File: config.mk
export PLATFORM = sky130hd
export DESIGN_NAME = logic_axi4_stream_demux_router
export DESIGN_NICKNAME = d
export VERILOG_FILES = /design/src/rtl/logic_axi4_stream_demux_router.sv
export SDC_FILE = /design/constraint.sdc
export NUM_CORES = 1
export LEC_CHECK = 0
export CAP_MARGIN = 40
export CORE_MARGIN = 5
export CORE_UTILIZATION = 59
export CTS_CLUSTER_SIZE = 30
export DETAILED_ROUTE_END_ITERATION = 10
export PLACE_DENSITY = 0.89
export SYNTH_ARGS = -nofsm -noshare
export SYNTH_HDL_FRONTEND = slang
export SYNTH_SLANG_ARGS = --single-unit
export TNS_END_PERCENT = 1
File: constraint.sdc
create_clock -name aclk -period 23.9 [get_ports aclk]
set_input_delay 4.78 -clock aclk [delete_from_list [all_inputs] [get_ports aclk]]
set_output_delay 4.78 -clock aclk [all_outputs]
set_load 0.02 [all_outputs]
File: src/rtl/logic_axi4_stream_demux_router.sv
`timescale 1ns/1ps
// logic_axi4_stream_demux_router
//   Routes AXI4-Stream packets from one Rx port to one of N Tx ports by
//   decoding tdest on the first beat of each packet. Unmapped packets are
//   dropped (UNMAPPED_MODE=0) or routed to the extra port OUTPUTS
//   (UNMAPPED_MODE=1). Every Tx port has a 2-entry registered skid buffer.
// Ports
//   aclk, areset           : clock, asynchronous active-high reset
//   rx_*                   : AXI4-Stream slave (tvalid/tready/tdata/tkeep/tdest/tuser/tlast)
//   tx_*                   : N packed AXI4-Stream masters, N = OUTPUTS + UNMAPPED_MODE
//   drop_count             : saturating count of dropped packets
// MAP holds entry i at bits [i*TDEST_WIDTH +: TDEST_WIDTH]; the default maps entry i to tdest i.

package logic_axi4_stream_demux_router_pkg;
    function automatic logic [511:0] default_map(input int unsigned n, input int unsigned w);
        logic [511:0] m;
        logic [31:0]  v;
        m = '0;
        for (int unsigned i = 0; i < n && i < 16; i++) begin
            v = i;
            for (int unsigned b = 0; b < w && b < 32; b++) begin
                if (i * w + b < 512) m[9'(i * w + b)] = v[5'(b)];
            end
        end
        return m;
    endfunction
endpackage

module logic_axi4_stream_demux_router
    import logic_axi4_stream_demux_router_pkg::*;
#(
    parameter int unsigned  OUTPUTS          = 4,
    parameter int unsigned  TDATA_BYTES      = 4,
    parameter int unsigned  TDEST_WIDTH      = 4,
    parameter int unsigned  TUSER_WIDTH      = 1,
    parameter int unsigned  UNMAPPED_MODE    = 0,
    parameter logic [511:0] MAP              = default_map(OUTPUTS, TDEST_WIDTH),
    parameter int unsigned  DROP_COUNT_WIDTH = 16,
    localparam int unsigned N                = OUTPUTS + UNMAPPED_MODE
) (
    input  logic                          aclk,
    input  logic                          areset,
    input  logic                          rx_tvalid,
    output logic                          rx_tready,
    input  logic [8*TDATA_BYTES-1:0]      rx_tdata,
    input  logic [TDATA_BYTES-1:0]        rx_tkeep,
    input  logic [TDEST_WIDTH-1:0]        rx_tdest,
    input  logic [TUSER_WIDTH-1:0]        rx_tuser,
    input  logic                          rx_tlast,
    output logic [N-1:0]                  tx_tvalid,
    input  logic [N-1:0]                  tx_tready,
    output logic [N*8*TDATA_BYTES-1:0]    tx_tdata,
    output logic [N*TDATA_BYTES-1:0]      tx_tkeep,
    output logic [N*TDEST_WIDTH-1:0]      tx_tdest,
    output logic [N*TUSER_WIDTH-1:0]      tx_tuser,
    output logic [N-1:0]                  tx_tlast,
    output logic [DROP_COUNT_WIDTH-1:0]   drop_count
);

    localparam int unsigned DW = 8 * TDATA_BYTES;
    localparam int unsigned PW = DW + TDATA_BYTES + TDEST_WIDTH + TUSER_WIDTH + 1;
    localparam int unsigned SW = (N > 1) ? $clog2(N) : 1;

    typedef enum logic [1:0] {IDLE, ROUTE, DROP} state_t;

    state_t                        state_q, state_d;
    logic [SW-1:0]                 sel_q, sel_d;
    logic                          ready_en_q;
    logic [DROP_COUNT_WIDTH-1:0]   drop_q, drop_d;
    logic [PW-1:0]                 head_q [N];
    logic [PW-1:0]                 head_d [N];
    logic [PW-1:0]                 tail_q [N];
    logic [PW-1:0]                 tail_d [N];
    logic [1:0]                    cnt_q  [N];
    logic [1:0]                    cnt_d  [N];

    logic [OUTPUTS-1:0]            map_hit;
    logic                          dec_hit;
    logic [SW-1:0]                 dec_idx;
    logic [SW-1:0]                 cur_sel;
    logic                          first_drop;
    logic                          dropping;
    logic                          full_sel;
    logic                          accept;
    logic [PW-1:0]                 rx_payload;

    assign rx_payload = {rx_tdata, rx_tkeep, rx_tdest, rx_tuser, rx_tlast};

    for (genvar g = 0; g < OUTPUTS; g++) begin : g_map
        assign map_hit[g] = (MAP[g*TDEST_WIDTH +: TDEST_WIDTH] == rx_tdest);
    end

    // Lowest matching MAP index wins.
    always_comb begin
        dec_hit = 1'b0;
        dec_idx = '0;
        for (int unsigned i = 0; i < OUTPUTS; i++) begin
            if (!dec_hit && map_hit[i]) begin
                dec_hit = 1'b1;
                dec_idx = SW'(i);
            end
        end
    end

    // rx_tready depends on state, buffer occupancy and rx_tdest only, never rx_tvalid.
    always_comb begin
        first_drop = (state_q == IDLE) && !dec_hit && (UNMAPPED_MODE == 0);
        cur_sel    = (state_q == IDLE) ? (dec_hit ? dec_idx : SW'(OUTPUTS)) : sel_q;
        dropping   = first_drop || (state_q == DROP);
        full_sel   = 1'b0;
        for (int unsigned i = 0; i < N; i++) begin
            if (cur_sel == SW'(i) && cnt_q[i] == 2'd2) full_sel = 1'b1;
        end
        rx_tready = ready_en_q && (dropping || !full_sel);
        accept    = rx_tvalid && rx_tready;
    end

    always_comb begin
        state_d = state_q;
        sel_d   = sel_q;
        drop_d  = drop_q;
        unique case (state_q)
            IDLE: begin
                if (accept) begin
                    if (first_drop && drop_q != '1) drop_d = drop_q + DROP_COUNT_WIDTH'(1);
                    if (!rx_tlast) begin
                        if (first_drop) begin
                            state_d = DROP;
                        end else begin
                            state_d = ROUTE;
                            sel_d   = cur_sel;
                        end
                    end
                end
            end
            ROUTE, DROP: begin
                if (accept && rx_tlast) state_d = IDLE;
            end
            default: state_d = IDLE;
        endcase
    end

    // Skid buffers: head drives the port, tail only fills while head is stalled.
    always_comb begin
        for (int unsigned i = 0; i < N; i++) begin
            logic push, pop;
            head_d[i] = head_q[i];
            tail_d[i] = tail_q[i];
            cnt_d[i]  = cnt_q[i];
            push = accept && !dropping && (cur_sel == SW'(i));
            pop  = (cnt_q[i] != 2'd0) && tx_tready[i];
            case (cnt_q[i])
                2'd0: begin
                    if (push) begin
                        head_d[i] = rx_payload;
                        cnt_d[i]  = 2'd1;
                    end
                end
                2'd1: begin
                    if (push && pop) begin
                        head_d[i] = rx_payload;
                    end else if (push) begin
                        tail_d[i] = rx_payload;
                        cnt_d[i]  = 2'd2;
                    end else if (pop) begin
                        cnt_d[i] = 2'd0;
                    end
                end
                default: begin
                    if (pop) begin
                        head_d[i] = tail_q[i];
                        cnt_d[i]  = 2'd1;
                    end
                end
            endcase
        end
    end

    always_ff @(posedge aclk or posedge areset) begin
        if (areset) begin
            state_q    <= IDLE;
            sel_q      <= '0;
            ready_en_q <= 1'b0;
            drop_q     <= '0;
            for (int unsigned i = 0; i < N; i++) begin
                head_q[i] <= '0;
                tail_q[i] <= '0;
                cnt_q[i]  <= '0;
            end
        end else begin
            state_q    <= state_d;
            sel_q      <= sel_d;
            ready_en_q <= 1'b1;
            drop_q     <= drop_d;
            for (int unsigned i = 0; i < N; i++) begin
                head_q[i] <= head_d[i];
                tail_q[i] <= tail_d[i];
                cnt_q[i]  <= cnt_d[i];
            end
        end
    end

    for (genvar g = 0; g < N; g++) begin : g_tx
        assign tx_tvalid[g] = (cnt_q[g] != 2'd0);
        assign {tx_tdata[g*DW +: DW], tx_tkeep[g*TDATA_BYTES +: TDATA_BYTES],
                tx_tdest[g*TDEST_WIDTH +: TDEST_WIDTH], tx_tuser[g*TUSER_WIDTH +: TUSER_WIDTH],
                tx_tlast[g]} = head_q[g];
    end

    assign drop_count = drop_q;

endmodule

# Yosys cells after proc, flatten, opt, wreduce, memory -nomap -nowiden
# Cells that the tools add are included.
# op_classes
n_addsub,1
eq_ne,36
n_mux,58
n_bitwise,6
reduce_logical,64
# op_table
cell,n
$mux W42,12
$pmux W42 S2,4
$mux W2,28
$ne A2 B2 Y1 const B,15
$reduce_and A3 Y1,10
$logic_and A1 B1 Y1,25
$pmux W2 S2,5
$reduce_and A4 Y1,5
$add A16 B1 Y16 const B,1
$ne A16 B16 Y1 const B,1
$eq A2 B2 Y1 const B,7
$eq A2 B1 Y1 const B,6
$logic_not A2 Y1,6
$ne A3 B3 Y1 const B,4
$reduce_bool A3 Y1,4
$mux W1,9
$eq A2 B4 Y1 const A,2
$reduce_bool A2 Y1,4
$logic_not A1 Y1,6
$not A1 Y1,6
$eq A1 B4 Y1 const A,1
$logic_not A4 Y1,1
$logic_or A1 B1 Y1,2
$reduce_or A2 Y1,1
# totals
ff_bits,365
in_bits,49
output_inout_bits,189
wordCells,181

# Logic depth before layout (Yosys ltp)
# logic_depth
word_depth,28
mapped_depth,11

# Worst setup path after synthesis
# No wires, ideal clock.
# synth_path
kind,input-to-output
from,input port rx_tdest[3]
to,output port rx_tready
arrival_ns,5.917
t_required_ns,19.120
slack_ns,13.203
cell_stages,4
path_buffers,0
cell_sequence,and4bb_4 -> or2_2 -> o32ai_1 -> o21a_1
# synth_between
elab_chain_cells,22
# synth_lines
element,line_no,rtl
from (decl),47,"input logic [TDEST_WIDTH-1:0] rx_tdest,"
$logic_not A4 Y1,90,assign map_hit[g] = (MAP[g*TDEST_WIDTH +: TDEST_WIDTH] == rx_tdest);
$mux W1,98,if (!dec_hit && map_hit[i]) begin
$logic_not A1 Y1,98,
$logic_and A1 B1 Y1,98,
$mux W1,98,
$logic_not A1 Y1,98,
$logic_and A1 B1 Y1,98,
$mux W1,98,
[2 not listed],-,
$mux W2 or $mux W1 (tied branches),98,
$mux W2 (2 in series),108,cur_sel = (state_q == IDLE) ? (dec_hit ? dec_idx : SW'(OUTPUTS)) : sel_q;
$logic_not A2 Y1,112,if (cur_sel == SW'(i) && cnt_q[i] == 2'd2) full_sel = 1'b1;
$logic_and A1 B1 Y1,112,
$mux W1 (4 in series),112,
$logic_not A1 Y1,114,rx_tready = ready_en_q && (dropping || !full_sel);
$logic_or A1 B1 Y1 (*),114,
$logic_and A1 B1 Y1 (*),114,
to (decl),44,"output logic rx_tready,"
# Mark *: on every way between the ends. The rest lies on a longest branch, timed or not.

# Final worst setup path
# layout_path
from,input port rx_tdest[2]
to,output port rx_tready
# Same word-level chain as after synthesis.

==> flow_metrics.tcl <==
set metrics [dict create \
    fin_nets 1452 \
    die_y_um 176 \
    drv_cap 0 \
    htreeDepth 2 \
    setup_viol 0 \
    grt_max_degree 173 \
    postCtsSetupRepairBufs 0 \
    synth_area_leaders "dfrtp_1 (56%), mux2_2 (15%), mux2_4 (7.3%)" \
    numCtsBuffers 38 \
    hpwl_um 27700 \
    remaining_drc_errors 0 \
    status "completed" \
    crit_arrival_ns 7.56 \
    required_ns 19.12 \
    crit_path_max_incr_delay_ns 0.82 \
    p_leak_nw 8.87 \
    clockBufferDepth 3 \
    fin_worst_skew_ns 0.0110 \
    switching_share 0.319 \
    min_period_over_period 0.516 \
    timing.fmax_mhz 81.0 \
    yosys_warnings 0 \
    critical_path_class "input port to primary output" \
    fin_util 0.743 \
    synth_edf_count 0 \
    start_util 0.601 \
    clock_tree.root_cell "clkbuf_16" \
    avgRoutedWirePerCell_um 24.7 \
    ir_drop_mv 0.0948 \
    p_clk_frac 0.266 \
    fill_cells 1712 \
    cp_cell_sequence "clkdlybuf4s50_1, and4bb_4, or2_2, o32ai_1, o21a_1, clkdlybuf4s50_1" \
    hold_viol 0 \
    ff2ff_setup_slack_ns 20.50 \
    synth-seq-cells 365 \
    cts-hold-fix-buffers 0 \
    yosysUniqueCellTypes 59 \
    firstDrtPassIters 5 \
    setup_tns_ns 0 \
    critPathCaptureType "primary output" \
    drive_gt1_frac 0.286 \
    cts_resized 0 \
    maxSlewHeadroom 0.364 \
    final_common_cell "dfrtp_1" \
    period_needed_ns 12.34 \
    track_usage 0.283 \
    layout_common_cells "dfrtp_1 (363), clkdlybuf4s50_1 (237), mux2_2 (219)" \
    crit_path_start_kind "input port" \
    ys_async_sr_fraction 1.00 \
    drt_wl_total_um 44400 \
    ys.flop_type "dfrtp_1" \
    insertion_delay_ns 0.51 \
    grt_pass1_wl_um 69600 \
    cpMostUsedCell "clkdlybuf4s50_1" \
    yosysTopAreaCell "dfrtp_1" \
    synth_nets 1241 \
    postPlaceCellArea_um2 19000 \
    vias 11504 \
    cp_slowest_cell "clkdlybuf4s50_1" \
    dieWidth_um 176 \
    power_density_nw_per_um2 103 \
    stdcell_area_um2 20100 \
    antenna_found_initial 0 \
    rsz0062_at_grt "no" \
    die-area_um2 31000 \
    overflow 0 \
    grt_pass1_vias 12091 \
    clkSinkCount 365 \
    area_growth_pct 23.6 \
    diodes 0 \
    drv_slew 0 \
    portBuffers 237 \
    drtIter0Drc 927 \
    rows 60 \
    hp-class "register to register" \
    routed_via_density 6.41 \
    syn_inst 1189 \
    ioPinCount 238 \
    cts_tree "built" \
    worstMarginPinSlew_ns 0.955 \
    synth.avg_cell_area_um2 13.7 \
    p_comb_frac 0.325 \
    place_congestion 0.828 \
    intPower_mw 1.41 \
    syn_area_um2 16300 \
    yosysSeqAreaShare 0.561 \
    sequentialPowerShare 0.409 \
    core_um2 27100 \
    cts.clk_slew.worst_paths_ns 0.05 \
    yosysTopAreaCellShare 0.561 \
    ant_nets 0 \
    p_switching_mw 0.659 \
    crit_fanout 15 \
]
## per-layer routing
layer  share of wire  global-route usage  vias up
met5               0                   0        -
met4           0.039               0.107        0
met3           0.071              0.0499      120
met2            0.49               0.470      564
met1            0.40               0.377     5937
li1                -                   -     4883
## layout make-up
| type | count | area (µm²) | share of cell area |
|---|---|---|---|
| flip-flops and latches | 365 | 9140 | 0.453 |
| multi-input cells | 724 | 6650 | 0.330 |
| repair buffers | 259 | 2710 | 0.135 |
| clock buffers | 55 | 1100 | 0.0544 |
| well taps | 372 | 465 | 0.0231 |
| inverters | 12 | 52.6 | 0.00261 |
| clock inverters | 7 | 38.8 | 0.00193 |
## cells by family (layout without fill, tap and decap cells)
logic type | after synthesis | after routing | share of synthesized area
adder cells (fa/ha/maj) | 3 | 3 | 0.00230
buffers and inverters | 100 | 333 | 0.0344
AO/OA/AOI/OAI | 287 | 287 | 0.109
XOR/XNOR | 16 | 16 | 0.00860
AND/OR/NAND/NOR | 76 | 76 | 0.0316
multiplexers | 341 | 341 | 0.254
other | 1 | 1 | 0.000230
flip-flops | 365 | 365 | 0.561
## state kept, by name, indices dropped and copies added (netlist names), 4 cells and up
| name | cells |
|---|---|
| tail_q | 168 |
| tx_tdata | 128 |
| drop_count | 16 |
| tx_tdest | 16 |
| tx_tkeep | 16 |
| cnt_q | 8 |
| tx_tlast | 4 |
| tx_tuser | 4 |
## worst paths after layout
path                                   startpoint                      end  depth (start not counted)
setup / recovery                      rx_tdest[2]                rx_tready                          6
hold / removal             tail_q[77]$_DFFE_PP0P_   tail_q[77]$_DFFE_PP0P_                          1
setup reg to reg           state_q[0]$_DFFE_PP0P_   tail_q[19]$_DFFE_PP0P_                          8
hold reg to reg            tail_q[77]$_DFFE_PP0P_   tail_q[77]$_DFFE_PP0P_                          1
max in group asynchronous                  areset    tail_q[1]$_DFFE_PP0P_                          3
min in group asynchronous                  areset  tail_q[110]$_DFFE_PP0P_                          2
## metrics by stage
| stage | worst slack [ns] | total power, mW | cells | hold slack [ns] |
|---|---|---|---|---|
| finish | 11.56 | 2.07 | 1794 | 0.488 |
| detailed placement | 11.58 | 1.52 | 1732 | 0.476 |
| CTS | 11.57 | 2.08 | 1794 | 0.489 |
| global placement | 11.74 | 1.49 | 1721 | 0.467 |
| floorplan | 8.99 | 1.19 | 1189 | 0.459 |
| global route | 11.49 | 2.16 | 1794 | 0.507 |
## synthesized netlist by cell type (all sizes together) (2+ instances only)
library cell / count
o21a: 4
nand4: 8
and4: 2
o32ai: 2
nand3: 7
nor2: 7
nor2b: 5
ha: 3
nor4b: 2
a22o: 4
o21ai: 8
mux2: 337
a31oi: 2
or2: 4
and2: 3
a2111oi: 2
dfrtp: 365
o22ai: 167
o211a: 2
xor2: 3
and4bb: 2
clkbuf: 45
and3: 5
xnor2: 13
inv: 11
nand2b: 9
nor3: 4
o22a: 2
nand2: 14
mux2i: 4
a21oi: 88
buf: 43
## worst max-delay path, delay by kind of cell
kind	cells	cell delay, ns
simple gates	2	0.67
compound gates	2	0.65
buf+inv	2	1.45
## power groups by stage
stage	Combinational [mW]	Clock (mW)	Sequential (mW)
detailed placement	0.670	0	0.852
floorplan	0.225	0	0.970
finish	0.671	0.550	0.846
CTS	0.677	0.558	0.845
global placement	0.646	0	0.843
global route	0.708	0.586	0.863
No activity file was read; power rests on OpenSTA's default activity.
